--- config.mk ---
export PLATFORM = sky130hd
export DESIGN_NAME = distribute_1to2_seq
export DESIGN_NICKNAME = d
export VERILOG_FILES = /design/src/rtl/distribute_1to2_seq.sv
export SDC_FILE = /design/constraint.sdc
export NUM_CORES = 1
export LEC_CHECK = 0
export ABC_AREA = 1
export CAP_MARGIN = 30
export CORE_AREA = 2 2 83 85
export DETAILED_ROUTE_END_ITERATION = 12
export DIE_AREA = 0 0 85 87
export PLACE_DENSITY = 0.73
export RECOVER_POWER = 100
export SETUP_SLACK_MARGIN = 0.15
export SLEW_MARGIN = 20
export SYNTH_ARGS = -nofsm -noshare
export SYNTH_HDL_FRONTEND = slang
export SYNTH_SLANG_ARGS = --single-unit
--- constraint.sdc ---
create_clock -name clk -period 2 [get_ports clk]
set_clock_uncertainty 0.15 [all_clocks]
set_input_delay 0.3 -clock clk [delete_from_list [all_inputs] [get_ports clk]]
set_output_delay 0.3 -clock clk [all_outputs]
set_load 0.01 [all_outputs]
--- src/rtl/distribute_1to2_seq.sv ---
// 1-to-2 distribution node: steers each accepted word to lane 0, lane 1, both, or drops it,
// buffering each lane in its own small registered FIFO with valid/ready on every side.
module distribute_1to2_seq #(
    parameter int DATA_WIDTH = 16,
    parameter int FIFO_DEPTH = 2
) (
    input  logic                    clk,
    input  logic                    rst_n,
    input  logic                    i_valid,
    input  logic [DATA_WIDTH-1:0]   i_data_bus,
    input  logic [1:0]              i_cmd,
    output logic                    o_ready,
    output logic [1:0]              o_valid,
    output logic [2*DATA_WIDTH-1:0] o_data_bus,
    input  logic [1:0]              i_ready,
    input  logic                    i_en
);

    localparam int AW = (FIFO_DEPTH > 1) ? $clog2(FIFO_DEPTH) : 1;
    localparam int CW = AW + 1;
    localparam logic [CW-1:0] DEPTH_C = CW'(FIFO_DEPTH);

    logic [1:0] pop;
    logic [1:0] push;
    logic [1:0] space;
    logic       accept;

    // A multicast word needs room in both lanes before anything is written, so that it is
    // never delivered to only one of them.
    assign o_ready = i_en & (~i_cmd[0] | space[0]) & (~i_cmd[1] | space[1]);
    assign accept  = i_valid & o_ready;

    for (genvar k = 0; k < 2; k++) begin : g_lane
        logic [DATA_WIDTH-1:0] mem_q [FIFO_DEPTH];
        logic [AW-1:0]         wr_ptr_q, wr_ptr_d;
        logic [AW-1:0]         rd_ptr_q, rd_ptr_d;
        logic [CW-1:0]         cnt_q, cnt_d;
        logic                  nonempty;

        assign nonempty   = (cnt_q != '0);
        assign o_valid[k] = nonempty;
        assign pop[k]     = nonempty & i_ready[k];
        assign space[k]   = (cnt_q < DEPTH_C) | pop[k];
        assign push[k]    = accept & i_cmd[k];

        assign o_data_bus[k*DATA_WIDTH +: DATA_WIDTH] =
            nonempty ? mem_q[rd_ptr_q] : {DATA_WIDTH{1'b0}};

        always_comb begin
            wr_ptr_d = wr_ptr_q;
            rd_ptr_d = rd_ptr_q;
            cnt_d    = cnt_q;
            if (push[k]) begin
                wr_ptr_d = wr_ptr_q + 1'b1;
            end
            if (pop[k]) begin
                rd_ptr_d = rd_ptr_q + 1'b1;
            end
            case ({push[k], pop[k]})
                2'b10:   cnt_d = cnt_q + 1'b1;
                2'b01:   cnt_d = cnt_q - 1'b1;
                default: cnt_d = cnt_q;
            endcase
        end

        always_ff @(posedge clk or negedge rst_n) begin
            if (!rst_n) begin
                wr_ptr_q <= '0;
                rd_ptr_q <= '0;
                cnt_q    <= '0;
            end else begin
                wr_ptr_q <= wr_ptr_d;
                rd_ptr_q <= rd_ptr_d;
                cnt_q    <= cnt_d;
            end
        end

        // Storage needs no reset: an empty lane never exposes it.
        always_ff @(posedge clk) begin
            if (push[k]) begin
                mem_q[wr_ptr_q] <= i_data_bus;
            end
        end
    end

endmodule

After elaboration in Yosys (flattened, before gate mapping)
Memories as Yosys holds them, arrays and structs flattened. Index checks and enable logic that the tools add are counted.

Register bits: 8. Bits in writable memories: 64. Output and inout port bits: 35. Bits of input ports: 24. Memories: 2.

Memories: g_lane[0].mem_q (words 2, bits a word 16, read ports 1, clocked after memory_dff 0, write ports 1, RTL line 34) `logic [DATA_WIDTH-1:0] mem_q [FIFO_DEPTH];`; g_lane[1].mem_q (words 2, bits a word 16, read ports 1, clocked after memory_dff 0, write ports 1, RTL line 34).

Mux-type cells: 8. Reduce and logical (&&, ||, !) cells: 4. Bitwise logic cells: 13. Equality and inequality tests: 4. Add/sub/neg operators: 8. Order comparisons: 2.

Operator list (count): $mux 16 (2); $pmux 2 s2 (2); $reduce_bool 2->1 (4); $and 1x1->1 (7); $add 1x1->1 const B (4); $add 2x1->2 const B (2); $eq 2x1->1 const B (2); $eq 2x2->1 const B (2); $lt 2x2->1 const B (2); $mux 1 (4); $or 1x1->1 (4); $sub 2x1->2 const B (2); $not 1->1 (2).

Logic depth before layout (Yosys ltp)
Word-level depth: 10. Gate-level depth with buffers: 8. Mapped depth without buffers: 8.

Worst setup path before layout
Ideal clock, no wire load.

Path type: reg-to-reg. Start point: register g_lane[1].cnt_q[1]. End point: memory g_lane[0].mem_q[1][0] (enable). Data required time: 1.461 ns. Path buffers: 0. Arrival: 1.458 ns. Stages on the path, launching flop included: 6. Setup slack: 0.004 ns. Period minus slack after synthesis: 1.996 ns. Cells stage by stage: dfrtp_1 nand2_1 nor2_1 nor2_1 nand4_1 nor2_1.

Word-level cells in the longest chain between the ends: 9. Elaborated cells between the ends (all ways): 10. Those cells by class: 1 x order compare; 2 x mux; 6 x bitwise; 1 x reduce/logical.

Ends and longest elaborated chain: from (decl) (RTL line 37) `logic [CW-1:0] cnt_q, cnt_d;`; from (signal assigned) (RTL line 74) `cnt_q <= cnt_d;`; $reduce_bool 2->1 (RTL line 40) `assign nonempty = (cnt_q != '0);`; $and 1x1->1 (RTL line 42) `assign pop[k] = nonempty & i_ready[k];`; $or 1x1->1 * (RTL line 43) `assign space[k] = (cnt_q < DEPTH_C) | pop[k];`; $or 1x1->1 * (RTL line 30) `assign o_ready = i_en & (~i_cmd[0] | space[0]) & (~i_cmd[1] | space[1]);`; $and 1x1->1 * (RTL line 30); $and 1x1->1 * (RTL line 31) `assign accept = i_valid & o_ready;`; $and 1x1->1 * (RTL line 44) `assign push[k] = accept & i_cmd[k];`; $mux 1 * (RTL line 80) `if (push[k]) begin`; $mux 1 (not written as such) * (RTL line 81) `mem_q[wr_ptr_q] <= i_data_bus;`; to (decl) (RTL line 34).

Mark *: on every way between the ends. The rest lies on a longest branch, timed or not.

Final worst setup path
Start point: register g_lane[1].cnt_q[1]. End point: output o_data_bus[27].

Word-level cells in the longest chain between the ends: 2.

Ends and longest elaborated chain: $reduce_bool 2->1 (RTL line 40); $mux 16 (RTL line 47) `nonempty ? mem_q[rd_ptr_q] : {DATA_WIDTH{1'b0}};`; to (decl) (RTL line 14) `output logic [2*DATA_WIDTH-1:0] o_data_bus,`.

Every way passes these cells.

==> qor.txt <==
overall power consumption = 5.82 mW
pre-CTS setup slack = -0.140 ns
r2r worst-path depth = 8
Post-Syn Instances = 221
via count = 2115
worst reg2reg path startpoint = g_lane[0].cnt_q[1]
cts bufs inserted = 9
outcome = completed
RSZ-0062 raised after global routing = true
FF-to-FF End = g_lane[0].cnt_q[1]
Die Ht = 87 um
Synth Register Bits = 72
Leak Pwr = 1.64 nW
Final ANT Viol Nets = 0
synth unique cells = 16
GRT Util Overall = 18.8%
first-pass GRT wire length = 10500 um
CTS H-Tree Depth = 3
WP data required = 1.55 ns
I/O pin total = 59
clk_lat worst skew = 0.34 ns
Reg clk slew, reported paths = 0.08 ns
HPWL after DPL = 4180 um
worst rel slew slack = 73.1%
fmax = 0.523 GHz
final setup violation count = 0
P per Cell Area = 1380 mW/mm2
DIE AREA = 0.00740 mm2
Max Cap Viol = 0
clk buf depth = 2
Critical Path End Type = primary output
DRC Markers = 0
initial drt markers = 95
flop-to-flop setup slack = 0.11 ns
Max Slew Vio Count = 0
GRT Residual Overflow = 0
initial antenna violation count = 0
CTS tree = yes
hold buffer count at CTS = 0
DR vias/cell = 5.05
router iterations before antenna repair = 4
synth warn = 0
layout cells sized above 1 = 40.4%
critical path peak fanout = 6
Setup CP Type = reg2out
Arr. time, crit path = 1.46 ns
Fill cells = 486
Peak supply drop = 702 uV
PnR worst setup slack = 0.0873 ns
TritonCTS Sinks = 72
Area growth, synth to finish = 49.4%
port bufs = 58
final hold viol count = 0
WL final = 7020 um
Hold Path Class = in2async
row count = 30
Nets = 360
largest net degree at the start of global routing = 14
worst-margin pin slew = 0.402 ns
RD Place Congestion = 0.734
Seq/Total Area, Yosys = 75.1%
Avg WL per Cell = 16.8 um
vias in the first global route = 2199
Initial Util = 43.0%
Diodes inserted = 0
synthesized area = 0.00283 mm2
Tcrit/Tclk final = 95.6%
Placeable Area = 0.00657 mm2
Min Hold Slack = 0.164 ns
crit start category = flop
Clock Tree Root = clkbuf_8
crit path time final = 1.91 ns
Post-Syn Nets = 247
Die W = 85 um
average size of a mapped cell = 12.8 um2
what timing repair did:
action	4_1_cts	5_1_grt
pin swaps	5	20
gates resized for setup	155	86
gates cloned	2	2
setup endpoints to repair	35	66
buffers inserted	19	5
cells by family after synthesis:
| group | count (synthesis) | share of synthesized area (%) |
|---|---|---|
| buf+inv | 21 | 3.94 |
| fa+ha+maj | 2 | 0.886 |
| flops | 72 | 75.1 |
| xor+xnor | 6 | 1.86 |
| simple gates | 84 | 11.8 |
| compound gates | 36 | 6.38 |
worst max path at each step:
stage / startpoint / end / slack (ns) / cells past startpoint
detailed placement: i_cmd[1] / g_lane[0].cnt_q[1] / -0.14 / 9
global route: g_lane[1].cnt_q[1] / o_data_bus[27] / 0.03 / 6
floorplan: g_lane[1].cnt_q[1] / g_lane[0].mem_q[1][0] / 0.25 / 5
global placement: i_cmd[1] / g_lane[0].cnt_q[1] / -0.07 / 9
CTS: g_lane[1].rd_ptr_q / o_data_bus[26] / 0.01 / 5
finish: g_lane[1].cnt_q[1] / o_data_bus[27] / 0.09 / 6
layout make-up:
type	count	area (um2)	area share, %
Sequential cell	72	2120	50.3
Timing Repair Buffer	110	933	22.1
Multi-Input combinational cell	128	810	19.2
Clock buffer	9	124	2.94
Tap cell	80	100	2.37
Inverter	11	66.3	1.57
Clock inverter	7	47.5	1.13
Timing Repair inverter	2	15.0	0.356
routing by layer:
metal | wire, um | GRT usage, % | vias up
met5 | 0 | 0 | -
met4 | 125 | 8.23 | 0
met3 | 319 | 4.36 | 14
met2 | 3790 | 33.7 | 54
met1 | 2790 | 21.5 | 1057
li1 | - | - | 990
sequential cells by signal, summed over array words and instances (netlist names):
register,count
g_lane.wr_ptr_q,2
g_lane.cnt_q,4
g_lane.mem_q,64
g_lane.rd_ptr_q,2
stage by stage:
step | std cells | util [%] | TNS, ns | instance area [um2]
2_1_floorplan | 221 | - | 0 | 2830
3_3_place_gp | 375 | 55.5 | -1.14 | 3650
3_5_place_dp | 375 | 55.5 | -1.29 | 3650
4_1_cts | 412 | 60.7 | 0 | 3990
5_1_grt | 419 | 64.2 | 0 | 4220
6_report | 419 | 64.2 | 0 | 4220
critical path, cell delays in order, from the launching register on:
cell      delay, ns
dfrtp_1        0.37
clkbuf_1       0.17
nor2_4         0.07
buf_6          0.13
buf_6          0.13
a21oi_2        0.10
clkbuf_1       0.16
cells in the mapped netlist:
| library cell | instances | area, um2 |
|---|---|---|
| a21oi_1 | 34 | 170 |
| buf_2 | 2 | 10.0 |
| buf_4 | 8 | 60.1 |
| dfrtp_1 | 8 | 200 |
| edfxtp_1 | 64 | 1920 |
| ha_1 | 2 | 25.0 |
| inv_1 | 9 | 33.8 |
| inv_2 | 2 | 7.51 |
| nand2_1 | 70 | 263 |
| nand3_1 | 1 | 5.00 |
| nand4_1 | 4 | 25.0 |
| nor2_1 | 6 | 22.5 |
| nor2_2 | 3 | 18.8 |
| o21ai_0 | 2 | 10.0 |
| xnor2_1 | 4 | 35.0 |
| xor2_1 | 2 | 17.5 |
where the power goes:
group	switching (mW)	internal (mW)	total [mW]	leakage (nW)
clock network	0.574	0.449	1.02	0.0854
logic	1.52	1.36	2.88	0.883
registers	0.109	1.81	1.91	0.673
cell usage in the layout, fill, tap and decap left out, types with 5 or more instances in the layout:
cell type	Yosys	final
clkbuf_8	0	9
a21oi_1	34	6
nand2_1	70	51
nand2_2	0	9
clkbuf_1	0	22
buf_8	0	5
buf_2	2	12
dlygate4sd3_1	0	17
inv_1	9	9
nand2_4	0	10
buf_6	0	17
a21oi_2	0	27
edfxtp_1	64	64
dfrtp_1	8	6
buf_4	8	20
clkdlybuf4s50_1	0	6
nor2_1	6	6
(Power assumes the default switching activity.)
